<file path="config.mk">
export PLATFORM = sky130hd
export DESIGN_NAME = letc_core_lsu_flat
export DESIGN_NICKNAME = d
export VERILOG_FILES = /design/src/rtl/letc_core_pkg.sv /design/src/rtl/letc_core_lsu_if.sv /design/src/rtl/letc_core_lsu_align.sv /design/src/rtl/letc_core_lsu.sv /design/src/flat_wrapper.sv
export SDC_FILE = /design/constraint.sdc
export NUM_CORES = 1
export LEC_CHECK = 0
export ABC_AREA = 1
export BUFFER_PORTS_ARGS = -buffer_cell sky130_fd_sc_hd__buf_2
export CAP_MARGIN = 20
export CORE_MARGIN = 4
export CORE_UTILIZATION = 39
export DETAILED_ROUTE_END_ITERATION = 16
export GPL_TIMING_DRIVEN = 0
export MAX_ROUTING_LAYER = met4
export PLACE_DENSITY = 0.65
export SLEW_MARGIN = 20
export SYNTH_ARGS = -nofsm -noshare
export SYNTH_HDL_FRONTEND = slang
export SYNTH_SLANG_ARGS = --single-unit
</file>
<file path="constraint.sdc">
create_clock -name clk -period 3 [get_ports clk]
set_clock_uncertainty 0.15 [all_clocks]
set_input_delay 0.6 -clock clk [delete_from_list [all_inputs] [get_ports clk]]
set_output_delay 0.6 -clock clk [all_outputs]
set_load 0.05 [all_outputs]
</file>
<file path="src/rtl/letc_core_pkg.sv">
// Shared types for the core data-memory path: load/store unit size codes,
// FSM states and the request record latched at acceptance.
package letc_core_pkg;

  typedef enum logic [1:0] {
    BYTE = 2'b00,
    HALF = 2'b01,
    WORD = 2'b10,
    RSVD = 2'b11
  } lsu_size_e;

  typedef enum logic [2:0] {
    IDLE,
    LD_ISSUE,
    LD_WAIT,
    RESP,
    ST_ISSUE
  } lsu_state_e;

  typedef struct packed {
    logic        is_store;
    lsu_size_e   size;
    logic        is_unsigned;
    logic [31:0] addr;
    logic [31:0] wdata;
  } lsu_req_t;

  // The DMSS only ever sees word-aligned addresses; lanes are picked by byte enables.
  function automatic logic [31:0] lsu_word_addr(input logic [31:0] addr);
    return {addr[31:2], 2'b00};
  endfunction

endpackage

</file>
<file path="src/rtl/letc_core_lsu_if.sv">
// Request/response handshake between the memory stage and the LSU, plus the
// LSU's DMSS load/store port. master = core + DMSS side, slave = LSU.
interface letc_core_lsu_if;

  logic        req_valid;
  logic        req_ready;
  logic        req_is_store;
  logic [1:0]  req_size;
  logic        req_unsigned;
  logic [31:0] req_addr;
  logic [31:0] req_wdata;

  logic        rsp_valid;
  logic [31:0] rsp_data;
  logic        rsp_misaligned;

  logic        dmss_load_valid;
  logic [31:0] dmss_load_addr;
  logic [31:0] dmss_load_data;

  logic        dmss_store_valid;
  logic [31:0] dmss_store_addr;
  logic [31:0] dmss_store_data;
  logic [3:0]  dmss_store_be;

  modport master (
    output req_valid, req_is_store, req_size, req_unsigned, req_addr, req_wdata,
    input  req_ready,
    input  rsp_valid, rsp_data, rsp_misaligned,
    input  dmss_load_valid, dmss_load_addr,
    output dmss_load_data,
    input  dmss_store_valid, dmss_store_addr, dmss_store_data, dmss_store_be
  );

  modport slave (
    input  req_valid, req_is_store, req_size, req_unsigned, req_addr, req_wdata,
    output req_ready,
    output rsp_valid, rsp_data, rsp_misaligned,
    output dmss_load_valid, dmss_load_addr,
    input  dmss_load_data,
    output dmss_store_valid, dmss_store_addr, dmss_store_data, dmss_store_be
  );

endinterface

</file>
<file path="src/rtl/letc_core_lsu_align.sv">
// Combinational lane logic for the LSU: store data/byte-enable placement,
// load byte/half extraction with sign or zero extension, and misalignment.
module letc_core_lsu_align
  import letc_core_pkg::*;
(
  input  lsu_size_e   size,
  input  logic [1:0]  offset,
  input  logic        is_unsigned,
  input  logic [31:0] wdata,
  input  logic [31:0] load_word,
  output logic [31:0] store_data,
  output logic [3:0]  store_be,
  output logic [31:0] load_result,
  output logic        misaligned
);

  logic [7:0]  load_byte;
  logic [15:0] load_half;

  assign load_byte = load_word[{offset, 3'b000} +: 8];
  assign load_half = offset[1] ? load_word[31:16] : load_word[15:0];

  // Place store data and enables on the lanes selected by the offset, and extend loads.
  always_comb begin
    store_data  = wdata << {offset, 3'b000};
    store_be    = 4'b0000;
    load_result = load_word;
    misaligned  = 1'b0;
    unique case (size)
      BYTE: begin
        store_be    = 4'b0001 << offset;
        load_result = {{24{~is_unsigned & load_byte[7]}}, load_byte};
      end
      HALF: begin
        store_be    = 4'b0011 << offset;
        misaligned  = offset[0];
        load_result = {{16{~is_unsigned & load_half[15]}}, load_half};
      end
      WORD: begin
        store_be    = 4'b1111;
        misaligned  = (offset != 2'b00);
      end
      RSVD: begin
        misaligned  = 1'b1;
      end
    endcase
  end

endmodule

</file>
<file path="src/rtl/letc_core_lsu.sv">
// Load/store unit: accepts one request at a time, faults misaligned accesses
// without touching memory, issues word-aligned DMSS accesses and returns a
// single-cycle response. Loads wait a fixed LOAD_LATENCY before capture.
module letc_core_lsu
  import letc_core_pkg::*;
#(
  parameter int LOAD_LATENCY = 2
) (
  input  logic            clk,
  input  logic            rst_n,
  letc_core_lsu_if.slave  bus
);

  localparam int CW = $clog2(LOAD_LATENCY + 1);

  lsu_state_e  state;
  lsu_req_t    req_q;
  logic [CW-1:0] cnt;

  lsu_size_e   a_size;
  logic [1:0]  a_offset;
  logic        a_unsigned;
  logic [31:0] a_wdata;
  logic [31:0] a_store_data;
  logic [3:0]  a_store_be;
  logic [31:0] a_load_result;
  logic        a_misaligned;

  // While idle the lane logic looks at the incoming request; afterwards at the latched one.
  always_comb begin
    if (state == IDLE) begin
      a_size     = lsu_size_e'(bus.req_size);
      a_offset   = bus.req_addr[1:0];
      a_unsigned = bus.req_unsigned;
      a_wdata    = bus.req_wdata;
    end else begin
      a_size     = req_q.size;
      a_offset   = req_q.addr[1:0];
      a_unsigned = req_q.is_unsigned;
      a_wdata    = req_q.wdata;
    end
  end

  letc_core_lsu_align u_align (
    .size        (a_size),
    .offset      (a_offset),
    .is_unsigned (a_unsigned),
    .wdata       (a_wdata),
    .load_word   (bus.dmss_load_data),
    .store_data  (a_store_data),
    .store_be    (a_store_be),
    .load_result (a_load_result),
    .misaligned  (a_misaligned)
  );

  // Request FSM with all handshake and DMSS outputs registered; pulses default low.
  always_ff @(posedge clk) begin
    if (!rst_n) begin
      state                <= IDLE;
      req_q                <= '0;
      cnt                  <= '0;
      bus.req_ready        <= 1'b0;
      bus.rsp_valid        <= 1'b0;
      bus.rsp_data         <= '0;
      bus.rsp_misaligned   <= 1'b0;
      bus.dmss_load_valid  <= 1'b0;
      bus.dmss_load_addr   <= '0;
      bus.dmss_store_valid <= 1'b0;
      bus.dmss_store_addr  <= '0;
      bus.dmss_store_data  <= '0;
      bus.dmss_store_be    <= '0;
    end else begin
      bus.rsp_valid        <= 1'b0;
      bus.rsp_data         <= '0;
      bus.rsp_misaligned   <= 1'b0;
      bus.dmss_load_valid  <= 1'b0;
      bus.dmss_store_valid <= 1'b0;
      bus.dmss_store_addr  <= '0;
      bus.dmss_store_data  <= '0;
      bus.dmss_store_be    <= '0;
      unique case (state)
        IDLE: begin
          bus.req_ready <= 1'b1;
          if (bus.req_valid && bus.req_ready) begin
            bus.req_ready     <= 1'b0;
            req_q.is_store    <= bus.req_is_store;
            req_q.size        <= lsu_size_e'(bus.req_size);
            req_q.is_unsigned <= bus.req_unsigned;
            req_q.addr        <= bus.req_addr;
            req_q.wdata       <= bus.req_wdata;
            if (a_misaligned) begin
              state              <= RESP;
              bus.rsp_valid      <= 1'b1;
              bus.rsp_misaligned <= 1'b1;
            end else if (bus.req_is_store) begin
              state                <= ST_ISSUE;
              bus.rsp_valid        <= 1'b1;
              bus.dmss_store_valid <= 1'b1;
              bus.dmss_store_addr  <= lsu_word_addr(bus.req_addr);
              bus.dmss_store_data  <= a_store_data;
              bus.dmss_store_be    <= a_store_be;
            end else begin
              state               <= LD_ISSUE;
              bus.dmss_load_valid <= 1'b1;
              bus.dmss_load_addr  <= lsu_word_addr(bus.req_addr);
            end
          end
        end
        LD_ISSUE: begin
          state              <= LD_WAIT;
          cnt                <= CW'(LOAD_LATENCY - 1);
          bus.dmss_load_addr <= lsu_word_addr(req_q.addr);
        end
        LD_WAIT: begin
          if (cnt == '0) begin
            state              <= RESP;
            bus.rsp_valid      <= 1'b1;
            bus.rsp_data       <= req_q.is_store ? '0 : a_load_result;
            bus.dmss_load_addr <= '0;
          end else begin
            cnt <= cnt - CW'(1);
          end
        end
        RESP: begin
          state         <= IDLE;
          bus.req_ready <= 1'b1;
        end
        ST_ISSUE: begin
          state         <= IDLE;
          bus.req_ready <= 1'b1;
        end
        default: begin
          state <= IDLE;
        end
      endcase
    end
  end

endmodule
</file>
<file path="src/flat_wrapper.sv">
// flat-port wrapper written by rule: the top's interface ports become plain ports
module letc_core_lsu_flat import letc_core_pkg::*;
#(
  parameter int LOAD_LATENCY = 2
)
  (clk, rst_n, bus_req_valid, bus_req_is_store, bus_req_size, bus_req_unsigned, bus_req_addr, bus_req_wdata, bus_req_ready, bus_rsp_valid, bus_rsp_data, bus_rsp_misaligned, bus_dmss_load_valid, bus_dmss_load_addr, bus_dmss_load_data, bus_dmss_store_valid, bus_dmss_store_addr, bus_dmss_store_data, bus_dmss_store_be);
  letc_core_lsu_if bus_i ();
  input  logic clk;
  input  logic rst_n;
  input wire logic [$bits(bus_i.req_valid)-1:0] bus_req_valid;
  input wire logic [$bits(bus_i.req_is_store)-1:0] bus_req_is_store;
  input wire logic [$bits(bus_i.req_size)-1:0] bus_req_size;
  input wire logic [$bits(bus_i.req_unsigned)-1:0] bus_req_unsigned;
  input wire logic [$bits(bus_i.req_addr)-1:0] bus_req_addr;
  input wire logic [$bits(bus_i.req_wdata)-1:0] bus_req_wdata;
  output wire logic [$bits(bus_i.req_ready)-1:0] bus_req_ready;
  output wire logic [$bits(bus_i.rsp_valid)-1:0] bus_rsp_valid;
  output wire logic [$bits(bus_i.rsp_data)-1:0] bus_rsp_data;
  output wire logic [$bits(bus_i.rsp_misaligned)-1:0] bus_rsp_misaligned;
  output wire logic [$bits(bus_i.dmss_load_valid)-1:0] bus_dmss_load_valid;
  output wire logic [$bits(bus_i.dmss_load_addr)-1:0] bus_dmss_load_addr;
  input wire logic [$bits(bus_i.dmss_load_data)-1:0] bus_dmss_load_data;
  output wire logic [$bits(bus_i.dmss_store_valid)-1:0] bus_dmss_store_valid;
  output wire logic [$bits(bus_i.dmss_store_addr)-1:0] bus_dmss_store_addr;
  output wire logic [$bits(bus_i.dmss_store_data)-1:0] bus_dmss_store_data;
  output wire logic [$bits(bus_i.dmss_store_be)-1:0] bus_dmss_store_be;
  assign bus_i.req_valid = bus_req_valid;
  assign bus_i.req_is_store = bus_req_is_store;
  assign bus_i.req_size = bus_req_size;
  assign bus_i.req_unsigned = bus_req_unsigned;
  assign bus_i.req_addr = bus_req_addr;
  assign bus_i.req_wdata = bus_req_wdata;
  assign bus_req_ready = bus_i.req_ready;
  assign bus_rsp_valid = bus_i.rsp_valid;
  assign bus_rsp_data = bus_i.rsp_data;
  assign bus_rsp_misaligned = bus_i.rsp_misaligned;
  assign bus_dmss_load_valid = bus_i.dmss_load_valid;
  assign bus_dmss_load_addr = bus_i.dmss_load_addr;
  assign bus_i.dmss_load_data = bus_dmss_load_data;
  assign bus_dmss_store_valid = bus_i.dmss_store_valid;
  assign bus_dmss_store_addr = bus_i.dmss_store_addr;
  assign bus_dmss_store_data = bus_i.dmss_store_data;
  assign bus_dmss_store_be = bus_i.dmss_store_be;
  letc_core_lsu #(.LOAD_LATENCY(LOAD_LATENCY)) u_core (.clk(clk), .rst_n(rst_n), .bus(bus_i));
endmodule
</file>
# Word level (Yosys, flattened, before mapping)
# Cells that the tools add are included.
word_totals:
  register_bits: 210
  input_bits: 103
  output_inout_bits: 137
  wordCells: 90
op_classes:
  addsub: 1
  n_eq_ne: 12
  shifts: 4
  muxes: 29
  bitwise_logic: 9
  n_reduce_logical: 17
op_table:
  columns: ["op", "n"]
  rows:
  - ["32-bit 2-to-1 mux", 5]
  - ["32-bit one-hot mux with 3 select lines", 1]
  - ["32-bit one-hot mux with 2 select lines", 1]
  - ["32-bit by 6-bit variable part select with 8-bit output", 1]
  - ["32-bit by 5-bit << shifter with 32-bit output", 1]
  - ["16-bit 2-to-1 mux", 1]
  - ["3-bit 2-to-1 mux", 4]
  - ["4-bit one-hot mux with 3 select lines", 1]
  - ["3-bit one-hot mux with 3 select lines", 1]
  - ["1-bit 2-to-1 mux", 8]
  - ["2-bit != test, second input constant", 4]
  - ["4-bit OR reduction", 2]
  - ["1-bit inverter", 7]
  - ["3-bit by 2-bit == test with 1-bit output, second input constant", 2]
  - ["2-bit 2-to-1 mux", 3]
  - ["2-bit AND reduction", 3]
  - ["2-bit nonzero test", 3]
  - ["5-bit AND reduction", 1]
  - ["5-bit OR reduction", 1]
  - ["2-bit == test, second input constant", 2]
  - ["2-bit zero test", 2]
  - ["1-bit one-hot mux with 2 select lines", 2]
  - ["2-bit one-hot mux with 2 select lines", 1]
  - ["1-bit by 2-bit << shifter with 4-bit output, first input constant", 1]
  - ["other kinds (13)", 14]

# Depth between registers and ports, before layout
# Gate-level depths: netlist (run 1).
logic_depth:
  depth_word: 7
  mapped_depth: 13
  ltp_nobuf: 11

# Hierarchy
# Synthesis (run 1) repeated with hierarchy kept, for this count alone.
unflattened:
  cells_unflattened: 1320
  area_unflattened_um2: 8981.1
by_module_without_submodules:
  columns: ["mod", "n_inst", "cells_per_inst", "area_each_um2", "seq_area_each_um2"]
  rows:
  - ["letc_core_lsu", 1, 1013, 7599.8, 4124.0]
  - ["letc_core_lsu_align", 1, 307, 1381.3, 0.0]

# Least setup slack after synthesis (run 1)
# Ideal clock, no wire load.
synth_timing:
  kind: "register to register"
  start: "reg u_core.bus.req_ready"
  end: "reg u_core.bus.dmss_store_data[10]"
  setup_ps: 64
  arrival_ps: 1836
  t_required_ps: 2786
  setup_slack_ps: 949
  stages_incl_launch_ff: 10
  n_path_buf: 1
  synth_period_minus_slack_ps: 2051
  path_cell_list: "dfxtp_1 -> nand2_1 -> nor2_4 -> inv_2 -> nor2_4 -> inv_1 -> nor2_4 -> nand2_2 -> buf_6 -> nor2_1"
synth_via:
  elab_chain_len: 3
synth_lines:
  columns: ["item", "line", "source"]
  rows:
  - ["from (decl)", "letc_core_lsu_if.sv:37", "output req_ready,"]
  - ["from (signal assigned)", "letc_core_lsu.sv:62", "bus.req_ready <= 1'b0;"]
  - ["from (signal assigned)", "letc_core_lsu.sv:83", "bus.req_ready <= 1'b1;"]
  - ["from (signal assigned)", "letc_core_lsu.sv:85", "bus.req_ready <= 1'b0;"]
  - ["1-bit logical AND", "letc_core_lsu.sv:84", "if (bus.req_valid && bus.req_ready) begin"]
  - ["1-bit inverter (no source line)", null, null]
  - ["5-bit OR reduction (no source line)", null, null]
  - ["to (signal assigned)", "letc_core_lsu.sv:100", "bus.dmss_store_data <= a_store_data;"]
  - ["to (decl)", "letc_core_lsu_if.sv:41", "output dmss_store_valid, dmss_store_addr, dmss_store_data, dmss_store_be"]
# Every way passes these cells.
# A chain may end at the register's enable or synchronous reset.

# Worst setup path in the final report (run 1)
layout_timing:
  start: "reg u_core.state[0]"
  end: "reg u_core.bus.dmss_load_addr[3]"
layout_via:
  elab_chain_len: 6
  elab_cells_between_ends: 17
  cone_classes: "eq/ne: 9; mux: 4; reduce/logical: 4"
layout_lines:
  columns: ["item", "line", "source"]
  rows:
  - ["from (decl)", "letc_core_lsu.sv:16", "lsu_state_e state;"]
  - ["from (signal assigned)", "letc_core_lsu.sv:59", "state <= IDLE;"]
  - ["from (signal assigned)", "letc_core_lsu.sv:92", "state <= RESP;"]
  - ["from (signal assigned)", "letc_core_lsu.sv:96", "state <= ST_ISSUE;"]
  - ["3-bit zero test", "letc_core_lsu.sv:31, letc_core_lsu.sv:81", null]
  - ["2-bit 2-to-1 mux", "letc_core_lsu.sv:31", "if (state == IDLE) begin"]
  - ["2-bit == test, or another cell as far along", "letc_core_lsu_align.sv:29", "unique case (size)"]
  - ["1-bit one-hot mux with 3 select lines", "letc_core_lsu_align.sv:29", null]
  - ["2-bit != test (no source line)", null, null]
  - ["5-bit AND reduction (no source line)", null, null]
  - ["to (signal assigned)", "letc_core_lsu.sv:105", "bus.dmss_load_addr <= lsu_word_addr(bus.req_addr);"]
  - ["to (signal assigned)", "letc_core_lsu.sv:112", "bus.dmss_load_addr <= lsu_word_addr(req_q.addr);"]
  - ["to (decl)", "letc_core_lsu_if.sv:39", "output dmss_load_valid, dmss_load_addr,"]
# Several ways; a longest one is shown, not always the timed one.

==> impl_metrics.py, run 1 <==
metrics = {
    "status": {
        "status": "complete, no violations",
    },
    "synthesis": {
        "synth_seq_cells": 206,
        "syn_inst": 1167,
        "synth_area_leader_cell": "dfxtp_1",
        "synth.area.top_cells": "dfxtp_1 (48%), nand2_1 (8.9%), o21ai_0 (7.7%)",
        "syn_area_per_cell_um2": 7.383,
        "yosys.area.top_type_share_pct": 47.87,
        "syn-cell-area_um2": 8616,
        "synth_seq_area_share_pct": 47.87,
        "yosys_warnings": 0,
        "yosys.cell_types.count": 35,
    },
    "power": {
        "power.density_nw_per_um2": 1157,
        "seq_power_share_pct": 27.7,
        "p_total_uw": 12630,
        "irDropWorstVdd_uv": 557.6,
        "p_int_uw": 6713,
        "pwr-share-clk_pct": 22.2,
        "power.leakage_uw": 0.005485,
        "p_sw_uw": 5912,
        "p_sw_share_pct": 46.83,
        "p_comb_share_pct": 50.1,
    },
    "route": {
        "drt.antenna.violating_nets": 0,
        "drcViolationCount": 0,
        "vias": 8534,
        "wl_per_cell_um": 15.45,
        "via_per_inst": 4.933,
        "drtIter0Drc": 595,
        "dr.pass1.iters": 6,
        "drt-total-wl_mm": 26.72,
    },
    "hold_path": {
        "hold_path_class": "in -> reg",
        "whs_path_depth": 3,
    },
    "clock_network": {
        "clock_sinks": 206,
        "htreeDepth": 1,
        "clk_path_buf_depth": 3,
        "clk-insertion-delay-late_ns": 0.51,
        "cts_resized": 0,
        "hold_buffers": 0,
        "clk_pin_slew_worst_paths_ns": 0.06,
        "cts_setup_buffers": 0,
        "cts_tree": "yes",
        "clockRootBuffer": "clkbuf_16",
        "cts_made_buffers": 23,
    },
    "cells_and_area": {
        "nets": 1534,
        "utilization_pct": 50.16,
        "drive_above_1_share_pct": 24.08,
        "area_delta_synth_final_pct": 26.66,
    },
    "timing": {
        "whs_ns": 0.1534,
        "worstMarginPinSlew_ns": 0.7509,
        "fin_crit_sh_pct": 80.65,
        "maxSlewViolCount": 0,
        "layout_setup_ws_ns": 0.5805,
        "rsz0062_at_grt": "false",
        "setup_violations": 0,
        "period_needed_ns": 2.420,
        "hold_viol_final": 0,
        "slew-limit-headroom_pct": 49.55,
        "max_freq_ghz": 0.4133,
        "tns_ns": 0,
    },
    "grt": {
        "grt_max_degree": 13,
        "grt_pass1_vias": 7902,
        "antenna_found_initial": 5,
        "grt_pass1_wl_mm": 41.46,
        "overflow": 0,
        "track_usage_pct": 21.50,
    },
    "placed_design": {
        "gp_congestion": 0.9176,
        "post-place-ws_ns": 0.4646,
        "port_buffers": 235,
        "dp_hpwl_mm": 20.37,
    },
    "critical_path": {
        "cp_data_arrival_time_ns": 2.66,
        "r2r_cells": 10,
        "crit_path_end_kind": "flip-flop",
        "cp_cell_sequence": "inv_1, nor2_2, nand2_1, nand2_1, nand3_1, nand2_1, buf_2, nand3_1, nand2_1, nor2_1",
        "critPathSlowestCell": "dfxtp_1",
        "path_class": "reg -> reg",
        "critPathMaxStageDelay_ns": 0.37,
        "cp_common_cell": "nand2_1",
        "critPathLaunchType": "flip-flop",
        "r2r_setup_slack_ns": 0.58,
        "critical_path_required_ns": 3.25,
        "path_max_fanout": 10,
    },
    "run": {
        "drv_cap": 0,
    },
    "die": {
        "coreArea_um2": 21760,
        "start_util_pct": 39.60,
        "die_x_um": 156.6,
        "rows": 54,
        "die_area_um2": 24530,
        "ios": 240,
        "die_height_um": 156.6,
    },
}
==> cell usage in the layout, fill, tap and decap left out, drive strengths merged, types with 15 or more instances in the layout <==
cell,count
a21oi,111
buf,278
clkbuf,77
dfxtp,206
inv,141
nand2,211
nand3,98
nor2,117
o211ai,15
o21ai,137
==> area by class of cell <==
type / count / area [um^2]
tap: 280 / 350.3
fill: 2173 / 10840
sequential: 206 / 4124
antenna: 5 / 12.51
multi-input combinational: 738 / 3562
inverter: 142 / 533.0
clock inverter: 4 / 72.57
buffer: 84 / 407.9
timing repair buffer: 235 / 1176
clock buffer: 36 / 674.4
==> final timing paths <==
check	from	to
min	bus_req_wdata[8]	u_core.req_q[8]
min reg2reg	u_core.req_q[66]	u_core.req_q[66]
max reg2reg	u_core.state[0]	u_core.bus.dmss_load_addr[3]
max	u_core.state[0]	u_core.bus.dmss_load_addr[3]
==> state kept, by name, indices dropped and copies added, names as in the netlist <==
register	cells
u_core.bus.dmss_store_valid	1
u_core.bus.rsp_misaligned	1
u_core.req_q	68
u_core.bus.dmss_store_addr	30
u_core.bus.req_ready	1
u_core.bus.dmss_store_be	4
u_core.cnt	2
u_core.bus.dmss_load_valid	1
u_core.bus.rsp_data	32
u_core.state	3
u_core.bus.dmss_load_addr	30
u_core.bus.rsp_valid	1
u_core.bus.dmss_store_data	32
==> cells in the mapped netlist <==
cell type / instances
dfxtp_1: 206
nand2_1: 205
inv_1: 136
o21ai_0: 133
nor2_1: 111
a21oi_1: 103
nand3_1: 95
clkbuf_1: 41
buf_2: 32
o211ai_1: 15
a22oi_1: 8
mux2i_1: 8
o31ai_1: 8
a21oi_2: 7
buf_4: 6
o22ai_1: 6
or2_2: 6
inv_2: 5
nand2_2: 5
buf_6: 4
nor2_4: 4
nand3_2: 3
nor3_2: 3
o21ai_1: 3
a31oi_1: 2
nor2_2: 2
nor3_1: 2
a21oi_4: 1
buf_1: 1
clkinv_1: 1
conb_1: 1
ha_1: 1
nand2_4: 1
nand4_2: 1
o21ai_4: 1
==> cell families (layout without fill, tap and decap cells) <==
| family | after synthesis | after routing | share of synthesized area, % |
|---|---|---|---|
| buffers and inverters | 226 | 501 | 10.92 |
| other | 1 | 9 | 0.04352 |
| multiplexers | 8 | 8 | 0.9295 |
| AO/OA/AOI/OAI | 287 | 287 | 18.25 |
| AND/OR/NAND/NOR | 438 | 438 | 21.84 |
| flip-flops | 206 | 206 | 47.87 |
| adder cells (fa/ha/maj) | 1 | 1 | 0.1452 |
==> power groups by stage <==
stage	Clock, uW	Combinational [uW]	Sequential, uW
detailed placement	0	6250	3540
global route	2960	6990	3550
CTS	2860	6280	3490
finish	2800	6330	3490
floorplan	0	3780	4390
global placement	0	6210	3530
==> stage by stage <==
step / instances / area, um^2
2_1_floorplan: 1170 / 8627
3_3_place_gp: 1685 / 10150
3_5_place_dp: 1685 / 10150
4_1_cts: 1725 / 10900
5_1_grt: 1730 / 10910
6_report: 1730 / 10910
==> critical path: cells and delay by family, from the launching register on <==
family / cells / cell delay (ns)
buffers and inverters: 2 / 0.35
flip-flops: 1 / 0.37
AND/OR/NAND/NOR: 8 / 1.44
==> routing by layer <==
metal | wire [um] | part of all wire [%] | global-route usage [%] | vias up
li1 | - | - | - | 4287
met3 | 2389 | 8.9 | 4.701 | 46
met5 | 0 | 0 | - | -
met1 | 11630 | 44 | 27.86 | 3833
met4 | 580 | 2.2 | 4.587 | 0
met2 | 12120 | 45 | 34.75 | 368
Note: power is estimated with default switching activity, not from simulation.
==> run 2: changes to the inputs <==
Settings changed: PLACE_DENSITY 0.65 to 0.67.
Clock period 3 ns to 2 ns, I/O delays scaled along.
==> run 2 against run 1 <==
Compared with the run above: the run now ends with negative setup slack left; clock power increased by 64%; core utilization increased by 6.6 points; via count increased by 6.5%; worst hold slack got worse by 0.14 ns.
==> impl_metrics.py, run 2 (same netlist as run 1, synthesis figures left out) <==
metrics = {
    "clock_network": {
        "clk_pin_slew_worst_paths_ns": 0.06,
        "clock_sinks": 206,
        "clockRootBuffer": "clkbuf_16",
        "clk_path_buf_depth": 3,
        "htreeDepth": 1,
        "cts_made_buffers": 23,
        "cts_tree": "yes",
        "clk-insertion-delay-late_ns": 0.50,
    },
    "cells_and_area": {
        "top_register": "u_core.req_q",
        "final_common_cell": "buf_2",
        "area_delta_synth_final_pct": 43.41,
        "largestRegisters": "u_core.req_q (68), u_core.bus.dmss_store_data (32), u_core.bus.rsp_data (32)",
        "largest_reg_flops": 68,
        "drive_above_1_share_pct": 33.64,
        "final_cells": 1794,
        "final_area_um2": 12360,
        "final_cell_mix": "buf_2 (241), dfxtp_1 (202), nand2_1 (186), inv_1 (128), o21ai_0 (111)",
        "utilization_pct": 56.79,
        "nets": 1595,
        "fillers": 2032,
    },
    "critical_path": {
        "path_max_fanout": 10,
        "critical_path_required_ns": 2.26,
        "r2r-end": "u_core.bus.dmss_store_be[1]",
        "rr_startpoint": "u_core.state[2]",
        "critPathLaunchType": "flip-flop",
        "path_class": "reg -> reg",
        "r2r_setup_slack_ns": -0.11,
        "cp_data_arrival_time_ns": 2.37,
        "r2r_cells": 11,
        "crit_path_end_kind": "flip-flop",
    },
    "power": {
        "p_int_uw": 12050,
        "p_comb_share_pct": 55.8,
        "power.density_nw_per_um2": 1810,
        "power.leakage_uw": 0.006030,
        "seq_power_share_pct": 23.6,
        "pwr-share-clk_pct": 20.6,
        "p_sw_share_pct": 46.10,
        "p_total_uw": 22360,
        "p_sw_uw": 10310,
        "irDropWorstVdd_uv": 844.6,
    },
    "route": {
        "dr.pass1.iters": 7,
        "drtIter0Drc": 601,
        "drt.antenna.violating_nets": 0,
        "wl_per_cell_um": 16.36,
        "via_per_inst": 5.066,
        "drt-total-wl_mm": 29.35,
        "drcViolationCount": 0,
        "vias": 9089,
    },
    "placed_design": {
        "gp_congestion": 0.9455,
        "dp.cells": 1685,
        "postPlaceCellArea_um2": 10150,
        "dp_hpwl_mm": 20.65,
        "port_buffers": 235,
    },
    "die": {
        "die_height_um": 156.6,
        "ios": 240,
        "die_x_um": 156.6,
        "die_area_um2": 24530,
        "rows": 54,
        "start_util_pct": 39.60,
        "coreArea_um2": 21760,
    },
    "hold_path": {
        "hp-start": "bus_req_addr[22]",
        "hold_path_class": "in -> reg",
        "holdPathEnd": "u_core.bus.dmss_store_addr[22]",
        "whs_path_depth": 3,
    },
    "grt": {
        "overflow": 0,
        "track_usage_pct": 22.64,
        "grt_pass1_wl_mm": 43.58,
        "grt_max_degree": 17,
        "grt_pass1_vias": 8512,
        "antenna_found_initial": 7,
    },
    "timing": {
        "period_needed_ns": 2.108,
        "layout_setup_ws_ns": -0.1084,
        "worstMarginPinSlew_ns": 0.6341,
        "slew-limit-headroom_pct": 57.72,
        "setup_violations": 126,
        "rsz0062_at_grt": "true",
        "fin_crit_sh_pct": 105.4,
        "hold_viol_final": 0,
        "max_freq_ghz": 0.4743,
        "maxSlewViolCount": 0,
    },
    "status": {
        "status": "finished with violations",
        "violations": "negative setup slack",
    },
    "run": {
        "drv_cap": 0,
    },
}
[run 2: cell count changes in the layout (fill, tap and decap cells not counted), moves of 16 or more]
cell	before	now
nand3_1	95	74
clkbuf_2	0	17
o21ai_1	3	19
nand3_2	3	20
buf_4	6	34
nor2_1	111	93
dlygate4sd3_1	0	26
buf_6	4	22
nand2_1	205	186
buf_2	267	241
clkbuf_1	49	28
o21ai_0	133	111
[run 2: power by group through the flow]
stage / combinational [uW] / clock [uW] / sequential (uW)
floorplan: 5670 / 0 / 6580
global placement: 9370 / 0 / 5310
detailed placement: 9420 / 0 / 5330
CTS: 10300 / 4690 / 5260
global route: 13500 / 4880 / 5360
finish: 12500 / 4600 / 5280
[run 2: cell type report]
type                    instances  area, um^2  area share [%]
plain buffers                  83       589.3           4.770
clock inverters                10       181.4           1.468
multi-input cells             740        4109           33.26
flip-flops and latches        206        4131           33.44
diodes                          7       17.52          0.1418
clock buffers                  31       645.6           5.225
inverters                     142       548.0           4.435
well taps                     280       350.3           2.835
repair buffers                295        1783           14.43
[run 2: worst max-delay path by stage]
stage,from,to,slack (ns),depth (start not counted)
floorplan,u_core.bus.req_ready,u_core.bus.dmss_store_data[8],0.15,9
global placement,u_core.state[2],u_core.bus.rsp_data[6],-0.44,7
detailed placement,u_core.state[2],u_core.bus.rsp_data[6],-0.42,7
CTS,u_core.state[0],u_core.bus.dmss_store_be[1],-0.09,11
global route,u_core.state[2],u_core.bus.dmss_load_addr[16],-0.22,11
finish,u_core.state[2],u_core.bus.dmss_store_be[1],-0.11,11
[run 2: what timing repair did]
action                                 4_1_cts  5_1_grt
gates cloned                                 2        7
setup buffers                                8       19
setup endpoints to repair                  170      150
pin swaps                                    8       30
resized for setup                           83      177
hold buffers                                26        0
endpoints found under the hold margin       26        0
[run 2: metal layers]
metal	GRT usage, %	vias up	wire length (um)
met5	-	-	0
met3	5.006	65	2763
met4	6.488	0	801
met1	28.20	4160	11940
li1	-	4443	-
met2	37.06	421	13840
[run 2: critical path, cell delays in order, from the launching register on]
cell and delay [ns]:
dfxtp_4 0.35, nor2_4 0.17, buf_4 0.14, nand3_1 0.18, nand2_8 0.20, nand3_2 0.10, nand2_4 0.11, nand3_4 0.08
nor2_4 0.13, inv_4 0.09, buf_12 0.16, nor3_4 0.15
[run 2: through the flow]
stage / setup TNS (ns) / hold WS [ns] / worst slack [ns]
after floorplan: 0 / 0.2797 / 0.1484
after global placement: -40.95 / 0.2897 / -0.4355
after detailed placement: -43.09 / 0.3041 / -0.4179
after CTS: -2.928 / 0.0002235 / -0.09439
after global routing: -19.07 / 0.01846 / -0.2210
final: -5.763 / 0.009632 / -0.1084
